$ cat src/rtl/evm_pkg.sv
// Shared EVM definitions: voter FSM states, bus widths and the one-hot decoder
// that the ballot units also rely on.
package evm_pkg;

  localparam int unsigned CAND_W  = 4;
  localparam int unsigned TOTAL_W = 8;

  typedef enum logic [2:0] {
    StIdle,
    StArmed,
    StSelect,
    StCast,
    StLockout
  } state_e;

  // Highest set bit wins; callers only pass vectors already known to be one-hot.
  function automatic logic [CAND_W-1:0] onehot_to_idx(input logic [15:0] oh);
    logic [CAND_W-1:0] idx;
    idx = '0;
    for (int i = 0; i < 16; i++) begin
      if (oh[i]) idx = CAND_W'(i);
    end
    return idx;
  endfunction

endpackage

$ cat src/rtl/input_sync_edge.sv
// Two-flop synchronizer for asynchronous button levels, plus a one-cycle
// rising-edge pulse per bit taken from the synchronized level.
module input_sync_edge #(
  parameter int unsigned WIDTH = 1
) (
  input  logic             clk_i,
  input  logic             initializer_i,
  input  logic [WIDTH-1:0] async_i,
  output logic [WIDTH-1:0] level_o,
  output logic [WIDTH-1:0] rise_o
);

  logic [WIDTH-1:0] meta_q, sync_q, prev_q;

  always_ff @(posedge clk_i or posedge initializer_i) begin
    if (initializer_i) begin
      meta_q <= '0;
      sync_q <= '0;
      prev_q <= '0;
    end else begin
      meta_q <= async_i;
      sync_q <= meta_q;
      prev_q <= sync_q;
    end
  end

  assign level_o = sync_q;
  assign rise_o  = sync_q & ~prev_q;

endmodule

$ cat src/rtl/vote_controller.sv
// Voter front end: arm on officer enable, latch one candidate, cast on confirm,
// then lock out. Also keeps a saturating count of all casts.
module vote_controller
  import evm_pkg::*;
#(
  parameter int unsigned NUM_CANDIDATES = 8,
  parameter int unsigned TIMEOUT_CYCLES = 1000,
  parameter int unsigned LOCKOUT_CYCLES = 16
) (
  input  logic                      clk_i,
  input  logic                      initializer_i,
  input  logic                      ballot_enable_i,
  input  logic [NUM_CANDIDATES-1:0] cand_buttons_i,
  input  logic                      confirm_i,
  output logic [CAND_W-1:0]         candidate_number_o,
  output logic                      vote_cast_o,
  output logic                      ready_o,
  output logic                      selected_o,
  output logic                      timeout_flag_o,
  output logic [TOTAL_W-1:0]        vote_total_o
);

  localparam int unsigned TimerW = (TIMEOUT_CYCLES > 2) ? $clog2(TIMEOUT_CYCLES) : 1;
  localparam int unsigned LockW  = $clog2(LOCKOUT_CYCLES + 1);
  localparam logic [TimerW-1:0] TimerLast = TimerW'(TIMEOUT_CYCLES - 1);
  localparam logic [LockW-1:0]  LockLast  = LockW'(LOCKOUT_CYCLES - 1);

  logic                      en_lvl, en_rise, cf_lvl, cf_rise;
  logic [NUM_CANDIDATES-1:0] cand_lvl, cand_rise;

  input_sync_edge #(.WIDTH(1)) u_sync_enable (
    .clk_i         (clk_i),
    .initializer_i (initializer_i),
    .async_i       (ballot_enable_i),
    .level_o       (en_lvl),
    .rise_o        (en_rise)
  );

  input_sync_edge #(.WIDTH(1)) u_sync_confirm (
    .clk_i         (clk_i),
    .initializer_i (initializer_i),
    .async_i       (confirm_i),
    .level_o       (cf_lvl),
    .rise_o        (cf_rise)
  );

  input_sync_edge #(.WIDTH(NUM_CANDIDATES)) u_sync_cand (
    .clk_i         (clk_i),
    .initializer_i (initializer_i),
    .async_i       (cand_buttons_i),
    .level_o       (cand_lvl),
    .rise_o        (cand_rise)
  );

  logic unused_lvl;
  assign unused_lvl = en_lvl ^ cf_lvl;

  // A press counts only if some bit rose and the whole synced vector is one-hot.
  logic              single_sel;
  logic [CAND_W-1:0] cand_idx;
  assign single_sel = (|cand_rise) && $onehot(cand_lvl);
  assign cand_idx   = onehot_to_idx(16'(cand_lvl));

  state_e             state_q, state_d;
  logic [TimerW-1:0]  timer_q, timer_d;
  logic [LockW-1:0]   lock_q, lock_d;
  logic [CAND_W-1:0]  cand_q, cand_d;
  logic [TOTAL_W-1:0] total_q, total_d;
  logic               flag_q, flag_d;

  always_ff @(posedge clk_i or posedge initializer_i) begin
    if (initializer_i) begin
      state_q <= StIdle;
      timer_q <= '0;
      lock_q  <= '0;
      cand_q  <= '0;
      total_q <= '0;
      flag_q  <= 1'b0;
    end else begin
      state_q <= state_d;
      timer_q <= timer_d;
      lock_q  <= lock_d;
      cand_q  <= cand_d;
      total_q <= total_d;
      flag_q  <= flag_d;
    end
  end

  always_comb begin
    state_d = state_q;
    timer_d = '0;
    lock_d  = '0;
    cand_d  = cand_q;
    total_d = total_q;
    flag_d  = 1'b0;
    unique case (state_q)
      StIdle: begin
        if (en_rise) state_d = StArmed;
      end
      StArmed, StSelect: begin
        timer_d = timer_q + 1'b1;
        // Priority: confirm (SELECT only) > timeout > candidate re-latch.
        if ((state_q == StSelect) && cf_rise) begin
          state_d = StCast;
        end else if (timer_q == TimerLast) begin
          state_d = StIdle;
          flag_d  = 1'b1;
        end else if (single_sel) begin
          state_d = StSelect;
          cand_d  = cand_idx;
        end
      end
      StCast: begin
        state_d = StLockout;
        if (total_q != '1) total_d = total_q + 1'b1;
      end
      StLockout: begin
        lock_d = lock_q + 1'b1;
        if (lock_q == LockLast) state_d = StIdle;
      end
      default: state_d = StIdle;
    endcase
  end

  assign candidate_number_o = cand_q;
  assign vote_cast_o        = (state_q == StCast);
  assign ready_o            = (state_q == StArmed) || (state_q == StSelect);
  assign selected_o         = (state_q == StSelect);
  assign timeout_flag_o     = flag_q;
  assign vote_total_o       = total_q;

endmodule

$ cat config.mk
export PLATFORM = sky130hd
export DESIGN_NAME = vote_controller
export DESIGN_NICKNAME = d
export VERILOG_FILES = /design/src/rtl/evm_pkg.sv /design/src/rtl/input_sync_edge.sv /design/src/rtl/vote_controller.sv
export SDC_FILE = /design/constraint.sdc
export NUM_CORES = 1
export LEC_CHECK = 0
export CAP_MARGIN = 20
export CORE_MARGIN = 2
export CORE_UTILIZATION = 62
export CTS_BUF_LIST = sky130_fd_sc_hd__clkbuf_4
export DETAILED_ROUTE_END_ITERATION = 6
export PLACE_DENSITY = 0.84
export SETUP_SLACK_MARGIN = 0.2
export SLEW_MARGIN = 20
export SYNTH_ARGS = -nofsm -noshare
export SYNTH_HDL_FRONTEND = slang
export SYNTH_HIERARCHICAL = 1
export SYNTH_SLANG_ARGS = --single-unit
export TNS_END_PERCENT = 1
$ cat constraint.sdc
create_clock -name clk_i -period 7.8 [get_ports clk_i]
set_clock_uncertainty 0.05 [all_clocks]
set_input_delay 0.78 -clock clk_i [delete_from_list [all_inputs] [get_ports clk_i]]
set_output_delay 0.78 -clock clk_i [all_outputs]
set_load 0.01 [all_outputs]
* Word level (Yosys, flattened, before mapping)
Cells that the tools add are included.
W data, S select, Z words.
** Word-level totals
- Bits in registers :: 61
- Input port bits :: 12
- Output and inout bits :: 16
** Operators by class
- $add $sub $neg :: 10
- Equality and inequality tests :: 11
- Mux-type cells :: 18
- Bitwise logic cells :: 8
- Reductions and logical operators :: 9
** Operator list (number)
- $mux W4 :: 6
- $mux W3 :: 5
- $pmux W3 S4 :: 1
- $add A10 B1 Y10 const B :: 1
- $eq A10 B10 Y1 const B :: 1
- $mux W10 :: 1
- $add A1 B1 Y2 :: 4
- $add A8 B1 Y8 const B :: 1
- $and A8 B8 Y8 :: 1
- $ne A8 B8 Y1 const B :: 1
- $not A8 Y8 :: 1
- $reduce_or A8 Y1 :: 1
- $add A2 B2 Y3 :: 2
- $eq A3 B2 Y1 const B :: 2
- $add A5 B1 Y5 const B :: 1
- $eq A5 B4 Y1 const B :: 1
- $mux W5 :: 1
- $add A3 B3 Y4 :: 1
- $eq A4 B1 Y1 const B :: 1
- $mux W1 :: 4
- $ne A2 B2 Y1 const B :: 2
- $ne A4 B4 Y1 const B :: 1
- $not A1 Y1 :: 4
- $reduce_and A4 Y1 :: 1
- 9 further kinds :: 11

* Depth between registers and ports, before layout
- Depth after elaboration :: 9
- Gate-level depth with buffers :: 12
- Gate-level depth less buffers :: 12

* By module
Netlist, hierarchy kept.
** By module, submodules not included
- vote_controller :: instances 1, cells an instance 160, area each 1646.6 um^2, sequential area each 750.7 um^2
- input_sync_edge at u_sync_cand :: instances 1, cells an instance 33, area each 714.4 um^2, sequential area each 600.6 um^2
- input_sync_edge at u_sync_confirm ... :: instances 2, cells an instance 5, area each 92.6 um^2, sequential area each 75.1 um^2

* Worst setup path after synthesis
OpenSTA, ideal clock, no wires.
- Path kind :: register to register
- Start point :: register u_sync_cand.sync_q[0] (netlist: u_sync_cand/level_o[0])
- End point :: register cand_q[1] (netlist: candidate_number_o[1])
- Library setup time :: 128 ps
- Arrival :: 3472 ps
- Required time :: 7622 ps
- Slack :: 4151 ps
- Cell stages (with the launch flop) :: 13
- Path buffers :: 0
- Clock period less this slack :: 3649 ps
- Cell sequence :: dfrtp_1 > inv_1 > fa_1 > fa_1 > fa_1 > inv_1 > ha_1 > inv_1 > fa_1 > a2111oi_2 > o2111ai_2 > nor2_2 > mux2_1
** On the way
- Word-level cells in the longest chain between the ends :: 6
- Elaborated cells between the ends (all ways) :: 8
- Those cells by class :: add/sub (3); eq/ne (1); bitwise (1); reduce/logical (3)
** RTL lines
- from (decl) :: RTL line input_sync_edge.sv:13 : logic [WIDTH-1:0] meta_q, sync_q, prev_q;
- from (signal assigned) :: RTL line input_sync_edge.sv:22 : sync_q <= meta_q;
- $add A1 B1 Y2 (implied by the code) :: RTL line vote_controller.sv:61 : assign single_sel = (|cand_rise) && $onehot(cand_lvl);
- $add A2 B2 Y3 (implied by the code) :: RTL line vote_controller.sv:61
- $add A3 B3 Y4 (implied by the code) :: RTL line vote_controller.sv:61
- $eq A4 B1 Y1 :: RTL line vote_controller.sv:61
- $logic_and A1 B1 Y1 * :: RTL line vote_controller.sv:61
- $reduce_and A4 Y1 (no source line) *
- to (signal assigned) :: RTL line vote_controller.sv:83 : cand_q <= cand_d;
- to (decl) :: RTL line vote_controller.sv:67 : logic [CAND_W-1:0] cand_q, cand_d;
Every way passes the cells marked *; elsewhere a longest branch is shown, timed or not.
A chain may end at the register's enable or synchronous reset.

* Worst setup path after layout
- Start point :: register u_sync_cand.sync_q[3] (netlist: u_sync_cand/level_o[3])
- End point :: register cand_q[1] (netlist: candidate_number_o[1])
** On the way
- Word-level cells in the longest chain between the ends :: 6
- Elaborated cells between the ends (all ways) :: 13
- Those cells by class :: add/sub (3); eq/ne (1); mux (5); bitwise (1); reduce/logical (3)
** RTL lines (RTL line)
- $add A1 B1 Y2 (implied by the code) :: vote_controller.sv:61
- $add A2 B2 Y3 (implied by the code) :: vote_controller.sv:61
- $add A3 B3 Y4 (implied by the code) :: vote_controller.sv:61
- $eq A4 B1 Y1 :: vote_controller.sv:61
- $logic_and A1 B1 Y1 :: vote_controller.sv:61
- $reduce_and A4 Y1 (no source line)
Parallel ways exist; a longest one is shown, timed or not.

==> results.md <==
* Status: finished clean
* Commonest non-fill, non-tap cell in the layout: dfrtp_1
* Final Hold Viols at 0
* Crit path DAT at 4.12 ns
* CP dominant cell by count: fa_1
* Initial antenna violation count at 0
* Crit-path max FO at 5
* Fin worst setup slack at ~3.9 ns
* Initial Util at between 60 and 70%
* Detailed Route Iter0 Violations at between 80 and 90
* Final Non-Filler Cells at between 200 and 300
* YS warnings at 6
* DR vias at approximately 1,500
* CTS Hold Buffers Added at 0
* Final HPWL DP at approximately 2900 microns
* Max frequency at approximately 260 MHz
* Leak at ~1.4 nW
* WL final at 3859 microns
* CP required at around 8.0 ns
* Row cnt at 23
* Number of synthesized register bits at 60
* Final count of negative-setup-slack endpoints at 0
* Post-CTS resize count at 0
* Hold crit path type: reg2reg
* Vias in the first global route at 1,475
* Commonest cells after routing, fill and taps aside: dfrtp_1 (60), clkdlybuf4s50_1 (26), nor2_1 (21)
* ANT cells at 0
* Wire per inst at 13.17 microns
* Die footprint at 4636 sq um
* Worst slew pin tran at 0.8245 ns
* Critical Path, Cell by Cell: inv_1 -> fa_1 -> fa_1 -> fa_1 -> inv_1 -> ha_1 -> inv_1 -> fa_1 -> a2111oi_2 -> o2111ai_2 -> nor2_2 -> mux2_1
* Crit Path Category: reg2reg
* Largest net degree at the start of global routing at 25
* DP Worst Slack at about 3.9 ns
* CP top delay family: adder cells
* Post-synth EDFFs at 0
* Crit path buffers/inverters at 3
* CP startpoint kind: flop
* Final Max Tran Viols at 0
* Setup TNS at 0 ns
* H-tree levels at 3
* Placer congestion estimate at 0.7442
* Die width at between 60 and 70 microns
* Clock Latency Late Sink at 0.39 ns
* Die height at roughly 70 microns
* Slew HR at 44.98%
* I/O Pins at 28
* Core area at 3971 sq um
* First-pass iteration count of the detailed router at 4
* Final worst-path cycle share at around half
* Remaining Overflow, GRT at 0
* Max VDD drop at approximately 150 uV
* Syn Inst Count at 203
* Max-cap viol count at 0
* Register area share after synthesis at 58.97%
* Hold Slack at ~0.30 ns
* Clock Path Buffers at 2
* DRC at 0
* Cell total after placement at 277
* Worst-path clk slew at about 0.1 ns
* TritonCTS buffer count at 9
* First-pass GRT wire length at approximately 6700 microns
* Slowest CP cell: fa_1
* Root Driver: clkbuf_4
* Util after Layout at about three quarters
* Synth Net Count at 226
* CP endpoint kind: flop
* Post-Syn Area per Cell at roughly 13 sq um
* Remaining antenna violation count at 0
* Post-CTS Setup Bufs at 0
* Post-synthesis cell area at approximately 2500 sq um
* Nets at 261
* Pwr Density at 252.8 nW/um^2
* Syn-to-layout area delta at 16.56%
* Largest stage delay, worst path at just over 0.5 ns
* Fraction of layout cells with a size suffix above 1 at between 10% and 20%
* CTS tree: yes
* Top_reg_cell synth: dfrtp_1
* Clock sink count at 60
* Buffers on Ports at 26
* Yosys cell types at 45
* RSZ-0062 raised after global routing: false
* Post-route minimum period at a little under 4 ns
* Via-to-Cell Ratio at ~5.2
* GR Util All Layers at 20.95%
* Asr flop ratio synth at 100.0%
state kept, by name, summed over array words and instances (netlist names):
signal and flops:
u_sync_cand/meta_q 8, u_sync_confirm/level_o 1, u_sync_enable/meta_q 1, u_sync_enable/level_o 1, u_sync_cand/prev_q 8, candidate_number_o 3
u_sync_confirm/prev_q 1, state_q 3, timer_q 10, u_sync_enable/prev_q 1, lock_q 5, vote_total_o 8
timeout_flag_o 1, u_sync_cand/level_o 8, u_sync_confirm/meta_q 1
worst paths after layout:
check | endpoint | cells past startpoint | slack (ns) | startpoint
max in group asynchronous | u_sync_cand/level_o[5]$_DFF_PP0_ | 2 | 6.30 | initializer_i
setup / recovery | candidate_number_o[1]$_DFFE_PP0P_ | 12 | 3.91 | u_sync_cand/level_o[3]$_DFF_PP0_
hold / removal | u_sync_cand/level_o[6]$_DFF_PP0_ | 0 | 0.30 | u_sync_cand/meta_q[6]$_DFF_PP0_
setup reg to reg | candidate_number_o[1]$_DFFE_PP0P_ | 12 | 3.91 | u_sync_cand/level_o[3]$_DFF_PP0_
min in group asynchronous | u_sync_enable/prev_q$_DFF_PP0_ | 2 | 0.57 | initializer_i
hold reg to reg | u_sync_cand/level_o[6]$_DFF_PP0_ | 0 | 0.30 | u_sync_cand/meta_q[6]$_DFF_PP0_
power by group:
part | switching [W] | internal [W] | total, W | leakage, nW
registers | 0.0000365 | 0.000347 | 0.000383 | 0.752
logic | 0.0000954 | 0.000100 | 0.000196 | 0.566
clock network | 0.000106 | 0.0000653 | 0.000171 | 0.0549
total | 0.000238 | 0.000512 | 0.000750 | 1.37
per-stage QoR:
stage / total power [W] / cell area, sq um
finish: 0.0007503 / 2968
global route: 0.0007978 / 2968
CTS: 0.0007580 / 2968
detailed placement: 0.0005864 / 2861
global placement: 0.0005793 / 2846
floorplan: 0.0005125 / 2546
layer usage:
layer | GRT usage, % | vias to the layer above | wire [microns]
met4 | 11.25 | 0 | 86
met5 | 0 | - | 0
met3 | 6.414 | 7 | 159
met2 | 31.55 | 38 | 1880
li1 | - | 741 | -
met1 | 27.30 | 735 | 1733
synth_stat cells (all sizes together), types with 2 or more instances:
library cell  count  area (sq um)
a21oi             3         15.01
and3              6         38.79
buf               2         18.77
dfrtp            60          1501
fa                4         80.08
ha                7         87.58
inv              20         75.07
mux2              3         33.78
nand2             6         22.52
nand2b            3         21.27
nand3             7         35.03
nand4             4         25.02
nor2             22         85.09
nor2b            12         150.1
nor4              2         12.51
o21ai             4         20.01
o21bai            2         15.01
o31ai             3         22.52
xnor2            10         87.58
xor2              6         52.55
cell type report:
class	count	area, sq um
clock buffer	10	75.07
multi-input combinational	120	947.2
inverter	20	75.07
sequential	60	1501
fill	277	1003
timing repair buffer	27	275.3
clock inverter	6	31.28
tap	50	62.56
kinds of logic after synthesis:
kind of cell | count (synthesis) | share of synthesized area (%)
xor gates and xnor gates | 16 | 5.504
AOI/OAI and AO/OA | 17 | 4.913
other | 1 | 0.1473
buffers and inverters | 23 | 3.833
and+or+nand+nor | 71 | 18.33
DFF | 60 | 58.97
muxes | 4 | 1.720
adders and majority gates | 11 | 6.585
worst reg2reg max path: stages (launching register included):
cell,delay [ns]
dfrtp_1,0.42
inv_1,0.08
fa_1,0.45
fa_1,0.51
fa_1,0.40
inv_1,0.07
ha_1,0.19
inv_1,0.07
fa_1,0.39
a2111oi_2,0.37
o2111ai_2,0.24
nor2_2,0.20
mux2_1,0.34
Note: power is estimated with default switching activity, not from simulation.
